$ cat src/rtl/cnn16_pkg.sv
// Shared encodings for the CNN16 control unit and datapath: opcodes, bus
// sources, ALU operations, controller states and decoded instruction classes.
package cnn16_pkg;

    typedef enum logic [2:0] {
        ST_IDLE = 3'd0,
        ST_F0   = 3'd1,
        ST_F1   = 3'd2,
        ST_DEC  = 3'd3,
        ST_EX0  = 3'd4,
        ST_EX1  = 3'd5,
        ST_HALT = 3'd6
    } state_e;

    localparam logic [3:0] OP_LDA = 4'h0;
    localparam logic [3:0] OP_ADD = 4'h1;
    localparam logic [3:0] OP_MUL = 4'h2;
    localparam logic [3:0] OP_STA = 4'h3;
    localparam logic [3:0] OP_JMP = 4'h4;
    localparam logic [3:0] OP_LDV = 4'h5;
    localparam logic [3:0] OP_LDK = 4'h6;
    localparam logic [3:0] OP_LDG = 4'h7;
    localparam logic [3:0] OP_OUT = 4'h8;
    localparam logic [3:0] OP_HLT = 4'hF;

    localparam logic [4:0] BUS_NONE = 5'b00000;
    localparam logic [4:0] BUS_AC   = 5'b00001;
    localparam logic [4:0] BUS_PC   = 5'b00011;
    localparam logic [4:0] BUS_MEM  = 5'b00100;
    localparam logic [4:0] BUS_IR   = 5'b01110;

    localparam logic [3:0] ALU_PASS_B = 4'b0000;
    localparam logic [3:0] ALU_ADD    = 4'b0001;
    localparam logic [3:0] ALU_MUL    = 4'b0010;

    // Instruction classes share one execute sequence per class
    typedef enum logic [2:0] {
        IC_MEM_ALU  = 3'd0,
        IC_STORE    = 3'd1,
        IC_JUMP     = 3'd2,
        IC_REG_LOAD = 3'd3,
        IC_OUT      = 3'd4,
        IC_HALT     = 3'd5,
        IC_ILLEGAL  = 3'd6
    } iclass_e;

    // reg_onehot is ordered {VREG, KREG, GREG}
    typedef struct packed {
        iclass_e    iclass;
        logic [3:0] alu_sel;
        logic [2:0] reg_onehot;
    } decode_t;

endpackage

$ cat src/rtl/cnn16_decoder.sv
// Combinational opcode decoder: maps IR[15:12] to an instruction class plus
// the ALU operation and the target register for the load-to-register group.
module cnn16_decoder
    import cnn16_pkg::*;
(
    input  logic [3:0] opcode,
    output decode_t    dec
);

    always_comb begin
        dec.iclass     = IC_ILLEGAL;
        dec.alu_sel    = ALU_PASS_B;
        dec.reg_onehot = 3'b000;
        case (opcode)
            OP_LDA: dec.iclass = IC_MEM_ALU;
            OP_ADD: begin
                dec.iclass  = IC_MEM_ALU;
                dec.alu_sel = ALU_ADD;
            end
            OP_MUL: begin
                dec.iclass  = IC_MEM_ALU;
                dec.alu_sel = ALU_MUL;
            end
            OP_STA: dec.iclass = IC_STORE;
            OP_JMP: dec.iclass = IC_JUMP;
            OP_LDV: begin
                dec.iclass     = IC_REG_LOAD;
                dec.reg_onehot = 3'b100;
            end
            OP_LDK: begin
                dec.iclass     = IC_REG_LOAD;
                dec.reg_onehot = 3'b010;
            end
            OP_LDG: begin
                dec.iclass     = IC_REG_LOAD;
                dec.reg_onehot = 3'b001;
            end
            OP_OUT: dec.iclass = IC_OUT;
            OP_HLT: dec.iclass = IC_HALT;
            default: dec.iclass = IC_ILLEGAL;
        endcase
    end

endmodule

$ cat src/rtl/cnn16_control_unit.sv
// CNN16 control unit: fetch/decode/execute sequencer. All strobes are decoded
// combinationally from the state register, the IR opcode and mem_ready.
module cnn16_control_unit
    import cnn16_pkg::*;
(
    input  logic        clk,
    input  logic        rst,
    input  logic        start,
    input  logic [15:0] IR_Value,
    input  logic        mem_ready,
    output logic        mem_req,
    output logic        mem_we,
    output logic        AC_Load,
    output logic        DR_Load,
    output logic        IR_Load,
    output logic        VREG_Load,
    output logic        KREG_Load,
    output logic        GREG_Load,
    output logic        OUTR_Load,
    output logic        PC_Load,
    output logic        AR_Load,
    output logic        PC_Inc,
    output logic [3:0]  alu_sel,
    output logic [4:0]  bus_sel,
    output logic        halted,
    output logic        illegal
);

    state_e  state_q, state_d;
    decode_t dec;
    logic    ir_addr_unused;

    // The address field reaches AR over the bus, never through this block
    assign ir_addr_unused = ^IR_Value[11:0];

    cnn16_decoder u_decoder (
        .opcode (IR_Value[15:12]),
        .dec    (dec)
    );

    always_comb begin
        state_d   = state_q;
        mem_req   = 1'b0;
        mem_we    = 1'b0;
        AC_Load   = 1'b0;
        DR_Load   = 1'b0;
        IR_Load   = 1'b0;
        VREG_Load = 1'b0;
        KREG_Load = 1'b0;
        GREG_Load = 1'b0;
        OUTR_Load = 1'b0;
        PC_Load   = 1'b0;
        AR_Load   = 1'b0;
        PC_Inc    = 1'b0;
        alu_sel   = ALU_PASS_B;
        bus_sel   = BUS_NONE;
        halted    = 1'b0;
        illegal   = 1'b0;
        case (state_q)
            ST_IDLE: begin
                if (start) state_d = ST_F0;
            end
            ST_F0: begin
                bus_sel = BUS_PC;
                AR_Load = 1'b1;
                state_d = ST_F1;
            end
            ST_F1: begin
                mem_req = 1'b1;
                bus_sel = BUS_MEM;
                IR_Load = mem_ready;
                PC_Inc  = mem_ready;
                if (mem_ready) state_d = ST_DEC;
            end
            ST_DEC: begin
                bus_sel = BUS_IR;
                AR_Load = 1'b1;
                state_d = ST_EX0;
            end
            ST_EX0: begin
                case (dec.iclass)
                    IC_MEM_ALU: begin
                        mem_req = 1'b1;
                        bus_sel = BUS_MEM;
                        DR_Load = mem_ready;
                        if (mem_ready) state_d = ST_EX1;
                    end
                    IC_STORE: begin
                        mem_req = 1'b1;
                        mem_we  = 1'b1;
                        bus_sel = BUS_AC;
                        if (mem_ready) state_d = ST_F0;
                    end
                    IC_JUMP: begin
                        bus_sel = BUS_IR;
                        PC_Load = 1'b1;
                        state_d = ST_F0;
                    end
                    IC_REG_LOAD: begin
                        mem_req = 1'b1;
                        bus_sel = BUS_MEM;
                        {VREG_Load, KREG_Load, GREG_Load} = dec.reg_onehot & {3{mem_ready}};
                        if (mem_ready) state_d = ST_F0;
                    end
                    IC_OUT: begin
                        bus_sel   = BUS_AC;
                        OUTR_Load = 1'b1;
                        state_d   = ST_F0;
                    end
                    IC_HALT: state_d = ST_HALT;
                    default: begin
                        illegal = 1'b1;
                        state_d = ST_F0;
                    end
                endcase
            end
            ST_EX1: begin
                AC_Load = 1'b1;
                alu_sel = dec.alu_sel;
                state_d = ST_F0;
            end
            ST_HALT: halted = 1'b1;
            default: state_d = ST_IDLE;
        endcase
    end

    always_ff @(posedge clk) begin
        if (rst) state_q <= ST_IDLE;
        else     state_q <= state_d;
    end

endmodule

$ cat config.mk
export PLATFORM = sky130hd
export DESIGN_NAME = cnn16_control_unit
export DESIGN_NICKNAME = d
export VERILOG_FILES = /design/src/rtl/cnn16_pkg.sv /design/src/rtl/cnn16_decoder.sv /design/src/rtl/cnn16_control_unit.sv
export SDC_FILE = /design/constraint.sdc
export NUM_CORES = 1
export LEC_CHECK = 0
export ABC_AREA = 1
export BUFFER_PORTS_ARGS = -buffer_cell sky130_fd_sc_hd__buf_2
export CAP_MARGIN = 20
export CORE_MARGIN = 2
export CORE_UTILIZATION = 36
export CTS_CLUSTER_DIAMETER = 40
export DETAILED_ROUTE_END_ITERATION = 12
export GPL_TIMING_DRIVEN = 0
export PLACE_DENSITY = 0.77
export SKIP_CTS_REPAIR_TIMING = 1
export SYNTH_ARGS = -nofsm -noshare
export SYNTH_HDL_FRONTEND = slang
export SYNTH_HIERARCHICAL = 1
export SYNTH_SLANG_ARGS = --single-unit
export TNS_END_PERCENT = 20
$ cat constraint.sdc
create_clock -name clk -period 1.3 [get_ports clk]
set_clock_uncertainty 0.2 [all_clocks]
set_input_delay 0.13 -clock clk [delete_from_list [all_inputs] [get_ports clk]]
set_output_delay 0.13 -clock clk [all_outputs]
set_load 0.05 [all_outputs]
# After elaboration in Yosys (flattened, before gate mapping)
# Cells that the tools add are included.
dict set report op_classes {
  mux 34
  n_eq_ne 24
  n_reduce_logical 12
  bitwise 2
}
# op count
set ops {}
lappend ops {{1-bit two-way mux} 21}
lappend ops {{3-bit one-hot mux with 7 select lines} 1}
lappend ops {{3-bit one-hot mux with 3 select lines} 2}
lappend ops {{3-bit one-hot mux with 6 select lines} 1}
lappend ops {{4-bit by 3-bit == test with 1-bit output (second input constant)} 4}
lappend ops {{4-bit one-hot mux with 4 select lines} 1}
lappend ops {{3-bit == test (second input constant)} 5}
lappend ops {{3-bit by 2-bit == test with 1-bit output (second input constant)} 4}
lappend ops {{3-bit two-way mux} 4}
lappend ops {{4-bit one-hot mux with 3 select lines} 1}
lappend ops {{3-bit OR reduction} 3}
lappend ops {{4-bit by 2-bit == test with 1-bit output (second input constant)} 2}
lappend ops {{4-bit == test (second input constant)} 2}
lappend ops {{2-bit OR reduction} 4}
lappend ops {{3-bit by 1-bit == test with 1-bit output (second input constant)} 2}
lappend ops {{3-bit zero test} 2}
lappend ops {{3-bit != test (second input constant)} 2}
lappend ops {{6-bit OR reduction} 1}
lappend ops {{5-bit AND reduction} 1}
lappend ops {{4-bit by 1-bit == test with 1-bit output (second input constant)} 1}
lappend ops {{4-bit zero test} 1}
lappend ops {{4-bit two-way mux} 1}
lappend ops {{2-bit != test (second input constant)} 2}
lappend ops {{2-bit one-hot mux with 2 select lines} 1}
lappend ops {{other kinds (3)} 3}
dict set report totals {
  ff_bits 3
  output_inout_bits 23
  wordCells 73
}

# Logic depth before layout (Yosys ltp)
# Gate-level depths: netlist of the first run.
dict set report logic_depth {
  depth_word 7
  mapped_depth 12
  ltp_nobuf 12
}

# By module
# Netlist of the first run, hierarchy kept.
# mod cells_per_inst seq_area_each_um2 area_each_um2 instances
set by_module_without_submodules {}
lappend by_module_without_submodules {cnn16_control_unit 87 60.1 466.7 1}
lappend by_module_without_submodules {cnn16_decoder 29 0.0 127.6 1}

# Least setup slack after synthesis of the first run
# No wires, ideal clock.
dict set report synth_timing {
  path_kind {register -> output}
  startpoint {register state_q[1]}
  endpoint {output bus_sel[0]}
  arrival_time_ps 2042
  path_stages_with_launch 5
  n_path_buf 0
  path_slack_ps -1072
  path_cell_list {dfxtp_1 > nor2_1 > nand2_1 > nor4_2 > nand3b_1}
}
dict set report synth_between {
  elab_chain_cells 2
  word_cells_on_any_way 5
  classes_between {eq/ne: 4; mux: 1}
}
# element line_no
set synth_lines {}
lappend synth_lines {{start, declared} cnn16_control_unit.sv:29} ;# state_e state_q, state_d;
lappend synth_lines {{start signal, assigned} cnn16_control_unit.sv:129} ;# else state_q <= state_d;
lappend synth_lines {{3-bit == test, or another cell as far along} cnn16_control_unit.sv:59} ;# case (state_q)
lappend synth_lines {{4-bit one-hot mux with 4 select lines (*)} cnn16_control_unit.sv:59}
lappend synth_lines {{end, declared} cnn16_control_unit.sv:24} ;# output logic [4:0] bus_sel,
# Mark *: on every way between the ends. The rest lies on a longest branch, timed or not.

# Worst setup path in the final report of the first run
dict set report layout_timing {
  startpoint {register state_q[0]}
  endpoint {output bus_sel[0]}
}
# The elaborated chain is that of the path after synthesis.

==> results of run 1 <==
-- metal layers --
metal	vias to the layer above	global-route usage	share of wire
li1	422	-	-
met1	340	0.1971	0.42
met2	26	0.3275	0.51
met3	2	0.02449	0.056
met4	0	0.01818	0.0074
met5	-	0	0
-- cells in the mapped netlist, drive strengths merged (2+ instances only) --
cell type | n | share of area
a21oi | 3 | 0.025
buf | 4 | 0.051
conb | 2 | 0.013
dfxtp | 3 | 0.10
inv | 28 | 0.18
nand2 | 27 | 0.20
nand3 | 11 | 0.10
nor2 | 22 | 0.16
nor3 | 6 | 0.051
nor3b | 3 | 0.038
o21ai | 2 | 0.017
-- power breakdown --
group | total [mW] | switching [mW] | internal [mW]
registers | 0.243 | 0.0844 | 0.158
clock network | 0.164 | 0.0491 | 0.115
logic | 1.60 | 1.06 | 0.540
total | 2.00 | 1.19 | 0.814
-- worst register-to-register path, cell delays in order, from the launching register on --
cell and delay [ns]:
dfxtp_4 0.36, inv_4 0.08, nand2_4 0.05, nor2_4 0.16, nand2_2 0.09, nand2_4 0.08
nand2_4 0.06, a21oi_1 0.12, nor2_1 0.05
-- per-stage QoR --
step | power [mW] | TNS [ns] | hold WS [ns] | area [um^2]
floorplan | 1.333 | -6.615 | -0.005031 | 673.1
global placement | 1.549 | -5.843 | 0.1151 | 828.3
detailed placement | 1.573 | -6.436 | 0.1139 | 828.3
CTS | 1.744 | -8.576 | -0.1255 | 854.6
global route | 2.139 | -8.425 | 0.2125 | 1010
finish | 2.003 | -6.264 | 0.1506 | 1010
-- final timing paths --
kind         cells after the start  startpoint    endpoint  slack [ns]
min reg2reg                      2  state_q[1]  state_q[1]        0.34
max                              5  state_q[0]  bus_sel[0]       -0.42
max reg2reg                      8  state_q[0]  state_q[1]       -0.07
min                              5   mem_ready  state_q[2]        0.15
-- kinds of logic (layout without fill, tap and decap cells) --
group,count (synthesis),count (layout),share of synthesized area
AOI/OAI and AO/OA,6,6,0.05472
buffers and inverters,33,67,0.2337
DFF,3,3,0.1011
other,2,3,0.01264
and+or+nand+nor,72,72,0.5979
-- final cells by class --
cell class                 count  area [um^2]  area share
buffer                         5        33.78     0.03346
tap                           16        20.02     0.01983
timing repair buffer          30        252.7      0.2503
multi-input combinational     81        498.0      0.4932
clock buffer                   4        26.28     0.02602
sequential                     3        68.82     0.06815
inverter                      28        110.1      0.1090
==> summary.md, run 1 <==
| Metric | Value |
|---|---|
| Max Cap Violations | 0 |
| Synth warn | 6 |
| Seq cells post-synth | 3 |
| Sink Count | 3 |
| Static leakage | 0.5902 nW |
| RePlAce Congestion | 0.7942 |
| Worst-Margin Slew | 0.8928 ns |
| Largest net degree at the start of global routing | 7 |
| Main synth FF type | dfxtp_1 |
| Dpl cells | 160 |
| Initial antenna violation count | 0 |
| Startpoint class of the critical path | flip-flop |
| Final ANT Viol Nets | 0 |
| Avg Inst Size Synth | between 5 and 6 um^2 |
| CP max stage delay | 0.36 ns |
| Row cnt | 14 |
| Die H | roughly 45 um |
| Post-DR vias/cell | 4.731 |
| Slew HR | 0.4026 |
| Number of global-route vias before repair | 690 |
| Tcrit/Tclk final | 1.320 |
| Post-synth EDFFs | 0 |
| Place WS | -0.4525 ns |
| Most frequent cells in the layout | inv_1 (23), nand2_1 (19), nor2_1 (14) |
| Final Non-Filler Cells | between 150 and 200 |
| Hold Crit Class | primary input to flip-flop |
| Largest regs | state_q (3) |
| Final setup fails | 23 |
| CP arrival | approximately 1.4 ns |
| Syn Std Cell Area | 594.3 um^2 |
| Worst EP required | 0.97 ns |
| Max Clk Rate | roughly 0.6 GHz |
| Failing checks | setup timing |
| Fin. Hold Viols | 0 |
| Die Span X | 44.63 um |
| Max IR drop VDD | 1647 uV |
| Most common library cell in the layout ignoring fill and taps | inv_1 |
| Core region area | 1524 um^2 |
| N_diodes | 0 |
| Power Density | 1984 nW/um^2 |
| HPWL after DPL | 1.265 mm |
| DR DRC count | 0 |
| Worst path cell trace | nor2_4, nand2_4, nor4_4, nand3b_1, buf_6 |
| Longest Clk Path Bufs | 2 |
| Clock-pin slew on the worst setup and hold paths | 0.04 ns |
| TritonCTS buffer count | 3 |
| Buffers on Ports | 27 |
| Async set-reset flop share out of synthesis | 0 |
| Clk Latency, worst-skew pair | 0.23 ns |
| GRT Residual Overflow | 0 |
| CP Class | flip-flop to output pin |
| Critical path endpoint category | output pin |
| Mapped Cells | 116 |
| Worst Path Max Fanout | 6 |
| Sequential share of the synthesized area | 0.1011 |
| Final min period | 1.716 ns |
| Layout net count | 172 |
| Bufs and invs on worst path | 1 |
| Clock root buffer | clkbuf_4 |
| Drt first-iter violations | 8 |
| DR vias | 790 |
| Total Routed Length | 1.617 mm |
| Synth cell types | 23 |
| Initial core utilization | 0.3900 |
| Die area | roughly 2000 um^2 |
| Fill cells | roughly 140 |
| CTS tree | yes |
| Final Worst Setup Slack | -0.4158 ns |
| Unrepaired setup endpoints after global routing | yes |
| Detailed Routing Iterations Pass 1 | 4 |
| Flip-flop count of the largest register after layout | 3 |
| Fraction of layout cells with a size suffix above 1 | 0.4570 |
| GRT Overall Usage | 0.1690 |
| H-tree Lvls | 1 |
| Area Overhead vs Synth | 69.90% |
| Avg WL per Cell | 9.683 um |
| Worst path top cell family by delay | simple AND/OR/NAND/NOR gates |
| Largest Register | state_q |
| Final Util | 0.6626 |
| Status | finished with violations |
| Fin. max-slew vios | 0 |
| Boundary pin count | 43 |
| CP max-delay cell | dfxtp_4 |
| First-pass GRT wire length | 2.615 mm |
No activity file was read; power rests on OpenSTA's default activity.
==> run 2: changes to the inputs <==
- clock period: 1.3 -> 1.5 ns (I/O delays scaled with it)
==> summary.md, run 2 (synthesis gave the netlist of run 1 again) <==
| Metric | Value |
|---|---|
| Final Non-Filler Cells | 172 (+3.0%) |
| Buffers on Ports | 27 (unchanged) |
| Dpl cells | 160 (unchanged) |
| Failing checks | setup timing |
| Row cnt | 14 (unchanged) |
| Power Density | 1745 nW/um^2 (-12%) |
| Boundary pin count | 43 (unchanged) |
| Placed cell areas | 840.8 um^2 (+1.5%) |
| Startpoint class of the critical path | flip-flop |
| Clk Latency, worst-skew pair | 0.24 ns (about the same) |
| Initial core utilization | 0.3900 (unchanged) |
| Flip-flop count of the largest register after layout | 3 (unchanged) |
| Most frequent cells in the layout | inv_1 (19), buf_4 (16), nand2_1 (15) |
| Worst-Margin Slew | 0.8806 ns (-0.01225 ns) |
| CTS tree | yes |
| Largest regs | state_q (3) |
| Layout net count | 177 (+2.9%) |
| Final min period | 1.710 ns |
| Final instance area | 1122 um^2 (+11%) |
| Fin. Hold Viols | 0 (unchanged) |
| First-pass GRT wire length | 2.380 mm (-9.0%) |
| Total Routed Length | 1.864 mm (+15%) |
| Max IR drop VDD | 1179 uV (-28%) |
| GRT Overall Usage | 0.1606 (-0.008460) |
| Avg WL per Cell | 10.84 um (+12%) |
| Fraction of layout cells with a size suffix above 1 | 0.5641 (+0.1071) |
| HPWL after DPL | 1.232 mm (-2.6%) |
| Tcrit/Tclk final | 1.140 |
| Status | finished with violations |
| CP Class | flip-flop to output pin |
| Clock root buffer | clkbuf_4 |
| Static leakage | 0.6052 nW (+2.5%) |
| Final ANT Viol Nets | 0 (unchanged) |
| Detailed Routing Iterations Pass 1 | 4 (unchanged) |
| Core region area | 1524 um^2 (unchanged) |
| DR vias | 820 (+3.8%) |
| Number of global-route vias before repair | 621 (-10%) |
| Largest net degree at the start of global routing | 7 (unchanged) |
| Final setup fails | 19 (-17%) |
| Max Clk Rate | between 0.5 and 0.6 GHz |
| Die Span X | 44.63 um (unchanged) |
| Drt first-iter violations | 8 (unchanged) |
| Largest Register | state_q |
| Critical path endpoint category | output pin |
| Sink Count | 3 (unchanged) |
| Most common library cell in the layout ignoring fill and taps | inv_1 |
| TritonCTS buffer count | 3 (unchanged) |
| Slew HR | 0.4108 (+0.008196) |
| Final Worst Setup Slack | -0.2104 ns (+0.2054 ns) |
| Initial antenna violation count | 0 (unchanged) |
| Die area | 1992 um^2 (unchanged) |
| H-tree Lvls | 1 (unchanged) |
| Worst EP required | 1.15 ns (+0.18 ns) |
| RePlAce Congestion | 0.7887 (-0.69%) |
| CP arrival | 1.36 ns (-0.03 ns) |
| Worst Path Max Fanout | 4 (-2) |
| Area Overhead vs Synth | 88.84% |
| Fill cells | 130 (-8.5%) |
| Hold Crit Class | primary input to flip-flop |
| Unrepaired setup endpoints after global routing | yes |
| Hold WS | 0.1377 ns (-0.01289 ns) |
| Post-DR vias/cell | 4.767 (+0.78%) |
| Longest Clk Path Bufs | 2 (unchanged) |
| Die H | 44.63 um (unchanged) |
| Clock-pin slew on the worst setup and hold paths | 0.04 ns (about the same) |
| N_diodes | 0 (unchanged) |
| DR DRC count | 0 (unchanged) |
| Max Cap Violations | 0 (unchanged) |
| Total power | 1.959 mW (-2.2%) |
| Setup TNS | -2.359 ns (+3.905 ns) |
| GRT Residual Overflow | 0 (unchanged) |
| Fin. max-slew vios | 0 (unchanged) |
## run 2: cell types whose count changed in the layout (fill, tap and decap cells not counted), moves of 3 or more
cell | previous run | this run
buf_4 | 10 | 16
buf_8 | 0 | 3
inv_1 | 23 | 19
inv_2 | 3 | 7
nand2_1 | 19 | 15
## run 2: layer usage
layer	vias to the layer above	wire [um]	global-route usage
li1	429	-	-
met1	362	753	0.2015
met2	27	997	0.2667
met3	2	99	0.01224
met4	0	14	0.09091
met5	-	0	0
## run 2: cell type report
cell class	instances	area, um^2	share of cell area
multi-input combinational	81	545.5	0.4861
buffer	5	35.03	0.03122
sequential	3	71.32	0.06354
timing repair buffer	35	314.1	0.2798
tap	16	20.02	0.01784
inverter	28	110.1	0.09810
clock buffer	4	26.28	0.02341
## run 2: through the flow
step                      setup WS [ns]    util
after CTS                       -0.4585  0.5690
after detailed placement        -0.3047  0.5517
after floorplan                 -0.5468       -
final                           -0.2104  0.7365
after global placement          -0.2802  0.5517
after global routing            -0.2617  0.7365
## run 2: worst max-delay path, cell delays in order, from the launching register on
cell,delay (ns)
dfxtp_4,0.36
inv_4,0.07
nand2_4,0.05
nor2_4,0.15
nand2_4,0.09
nor3b_2,0.21
buf_6,0.18
## run 2: worst paths after layout
kind	slack, ns	cells after the start	from	to
worst max-delay path	-0.21	6	state_q[0]	VREG_Load
worst min-delay path	0.14	5	mem_ready	state_q[2]
worst max register to register	0.06	8	state_q[1]	state_q[1]
worst min register to register	0.45	3	state_q[1]	state_q[1]
## run 2: where the power goes
part	total (mW)	leakage, nW	internal, mW	switching [mW]
Combinational	1.60	0.563	0.615	0.985
Clock	0.147	0.0150	0.100	0.0467
Sequential	0.212	0.0267	0.140	0.0714
==> run 3: changes to the inputs <==
- ABC_AREA: 1 -> 0
- CORE_UTILIZATION: 36 -> 35
- PLACE_DENSITY: 0.77 -> 0.76
==> summary.md, run 3 <==
| Metric | Value |
|---|---|
| Status | finished with violations |
| Failing checks | setup timing |
| Hold Path Depth | 3 (-2) |
| Boundary pin count | 43 (unchanged) |
| Longest Clk Path Bufs | 2 (unchanged) |
| Hold worst-path end | state_q[2] |
| Syn Std Cell Area | 571.8 um^2 (-3.8%) |
| H-tree Lvls | 1 (unchanged) |
| Area Overhead vs Synth | 89.50% |
| Final min period | 1.923 ns (+0.2127 ns) |
| Dpl cells | 125 (-22%) |
| CTS tree | yes |
| Synth cell types | 38 (+65%) |
| Most common library cell in the layout ignoring fill and taps | buf_6 |
| Row cnt | 14 (unchanged) |
| Clock root buffer | clkbuf_4 |
| Flip-flop count of the largest register after layout | 3 (unchanged) |
| Static leakage | 0.4764 nW (-21%) |
| Final instance area | 1084 um^2 (-3.5%) |
| Final ANT Viol Nets | 0 (unchanged) |
| Fin. max-slew vios | 0 (unchanged) |
| Tcrit/Tclk final | 1.282 (+0.1418) |
| Main synth FF type | dfxtp_1 |
| Clk Latency, worst-skew pair | 0.23 ns (about the same) |
| FF-to-FF path depth | 3 (-5) |
| Sequential share of the synthesized area | 0.1050 (+0.003980) |
| Max Cap Violations | 0 (unchanged) |
| Initial antenna violation count | 0 (unchanged) |
| Largest net degree at the start of global routing | 11 (+4) |
| Critical path endpoint category | output pin |
| Clock-pin slew on the worst setup and hold paths | 0.04 ns (about the same) |
| Die H | 44.42 um (-0.47%) |
| Detailed Routing Iterations Pass 1 | 2 (-2) |
| CP arrival | 1.57 ns (+0.21 ns) |
| Avg Inst Size Synth | 6.973 um^2 (+36%) |
| Fraction of layout cells with a size suffix above 1 | 0.6207 (+0.05659) |
| Reg2reg end | state_q[0] |
| Drt first-iter violations | 4 (-4) |
| TritonCTS buffer count | 3 (unchanged) |
| Slack of the worst reg-to-reg path | -0.06 ns (-0.12 ns) |
| DR vias | 708 (-14%) |
| Setup TNS | -4.499 ns (-2.140 ns) |
| Layout net count | 137 (-23%) |
| Post-DR vias/cell | 5.364 (+13%) |
| Worst-Margin Slew | 0.4863 ns (-0.3943 ns) |
| Sink Count | 3 (unchanged) |
| Mapped Cells | 82 (-29%) |
| Seq cells post-synth | 3 (unchanged) |
| Worst Path Max Fanout | 9 (+5) |
| Final Non-Filler Cells | 132 (-23%) |
| Place WS | -0.6179 ns (-0.3133 ns) |
| Synth Area in Adders | 0 (unchanged) |
| Largest family of logic cells by synthesized area | simple AND/OR/NAND/NOR gates |
| GRT Overall Usage | 0.1560 (-0.004525) |
| Total Routed Length | 1.748 mm (-6.2%) |
| Async set-reset flop share out of synthesis | 0 (unchanged) |
| Number of global-route vias before repair | 563 (-9.3%) |
| Synth Area in Simple Gates | 0.5449 (-0.05304) |
| Worst EP required | 1.15 ns (about the same) |
| Slew HR | 0.6674 (+0.2566) |
| Startpoint class of the critical path | primary input |
| CP max stage delay | 0.39 ns (+0.03 ns) |
| Hold path start | mem_ready |
| Die Span X | 44.42 um (-0.47%) |
| N_diodes | 0 (unchanged) |
| Worst path cell trace | buf_8, nor2b_1, o211ai_1, xnor2_1, or3_4, a21oi_4, buf_6 |
| Power Density | 1555 nW/um^2 (-11%) |
| Max IR drop VDD | 793.5 uV (-33%) |
| Commonest cells in the netlist | and2_1 (8), nand2_1 (8), buf_4 (5), nand2b_1 (5), nor2_1 (5) |
| Avg WL per Cell | 13.24 um (+22%) |
| Core region area | 1524 um^2 (unchanged) |
| Hold Crit Class | primary input to flip-flop |
| Worst r2r src | state_q[0] |
| Final Worst Setup Slack | -0.4232 ns (-0.2127 ns) |
| Compound-Gate Fraction of Synth Area | 0.1838 (+0.1291) |
| Worst path top cell family by delay | simple AND/OR/NAND/NOR gates |
| Top post-synthesis cells by area | dfxtp_1 (11%), and2_1 (8.8%), buf_4 (6.6%) |
| Synth area leader | dfxtp_1 |
| HPWL after DPL | 1.201 mm (-2.5%) |
| First-pass GRT wire length | 2.373 mm (-0.29%) |
| Placed cell areas | 824.5 um^2 (-1.9%) |
| DR DRC count | 0 (unchanged) |
| Final setup fails | 21 (+2) |
| Buffers on Ports | 26 (-3.7%) |
| Total power | 1.685 mW (-14%) |
| RePlAce Congestion | 0.7853 (-0.43%) |
| Synth warn | 6 (unchanged) |
| Post-synth top area share | 0.1050 (-0.04023) |
| GRT Residual Overflow | 0 (unchanged) |
| Most frequent cells in the layout | buf_6 (18), nand2_1 (7), buf_8 (6), buf_4 (6), clkbuf_4 (6) |
| Post-synth EDFFs | 0 (unchanged) |
| Max Clk Rate | 0.5200 GHz (-11%) |
| Die area | 1973 um^2 (-0.94%) |
| XOR/XNOR Fraction of Synth Area | 0.01532 (+0.01532) |
| Largest regs | state_q (3) |
| Largest Register | state_q |
| Initial core utilization | 0.3752 (-0.01478) |
| CP max-delay cell | or3_4 |
| Bufs and invs on worst path | 2 (unchanged) |
| Fin. Hold Viols | 0 (unchanged) |
| CP Class | primary input to output pin |
| Mux share of post-synthesis cell area | 0 (unchanged) |
| Unrepaired setup endpoints after global routing | yes |
run 3: cell count changes in the layout (fill, tap and decap cells not counted), moves of 4 or more:
cell	delta
buf_4	-10
nor3_1	-4
nand2_2	-4
nand3_1	-7
inv_2	-4
nand2_1	-8
inv_1	-17
buf_6	+7
nor2_2	-5
nand2_4	-7
nor2_1	-10
run 3: worst max-delay path by stage:
stage | cells past startpoint | slack (ns) | endpoint | startpoint
finish | 7 | -0.42 | bus_sel[0] | IR_Value[15]
CTS | 7 | -0.61 | bus_sel[0] | IR_Value[15]
detailed placement | 7 | -0.62 | bus_sel[0] | IR_Value[15]
global placement | 7 | -0.62 | bus_sel[0] | IR_Value[15]
global route | 7 | -0.50 | bus_sel[0] | IR_Value[15]
floorplan | 6 | -0.46 | bus_sel[0] | IR_Value[15]
run 3: power by group:
| part | switching [mW] | internal [mW] |
|---|---|---|
| logic | 0.797 | 0.548 |
| clock network | 0.0425 | 0.0997 |
| registers | 0.0681 | 0.130 |
run 3: layout make-up:
class	instances	area [um^2]
flip-flops and latches	3	66.31
multi-input cells	65	558.0
inverters	5	18.77
clock buffers	4	26.28
plain buffers	10	101.3
well taps	16	20.02
repair buffers	29	292.8
fillers	121	440.4
run 3: kinds of logic after synthesis:
group                     Yosys count
other                               2
AOI/OAI and AO/OA                  13
xor gates and xnor gates            1
and+or+nand+nor                    48
DFF                                 3
buffers and inverters              15
run 3: layer usage:
metal  up-vias  routed length (um)  GRT usage
li1        355                   -          -
met1       331                 719     0.1966
met2        20                 939     0.2765
met3         2                  62    0.01224
met4         0                  27    0.05455
met5         -                   0          0
run 3: metrics by stage:
stage,util,hold WS [ns]
2_1_floorplan,-,0.01046
3_3_place_gp,0.5411,0.1587
3_5_place_dp,0.5411,0.1667
4_1_cts,0.5583,-0.07492
5_1_grt,0.7110,0.1427
6_report,0.7110,0.1364
run 3: worst min-delay path: stages:
cell and delay (ns):
buf_2 0.15, or4_4 0.15, a311oi_2 0.07
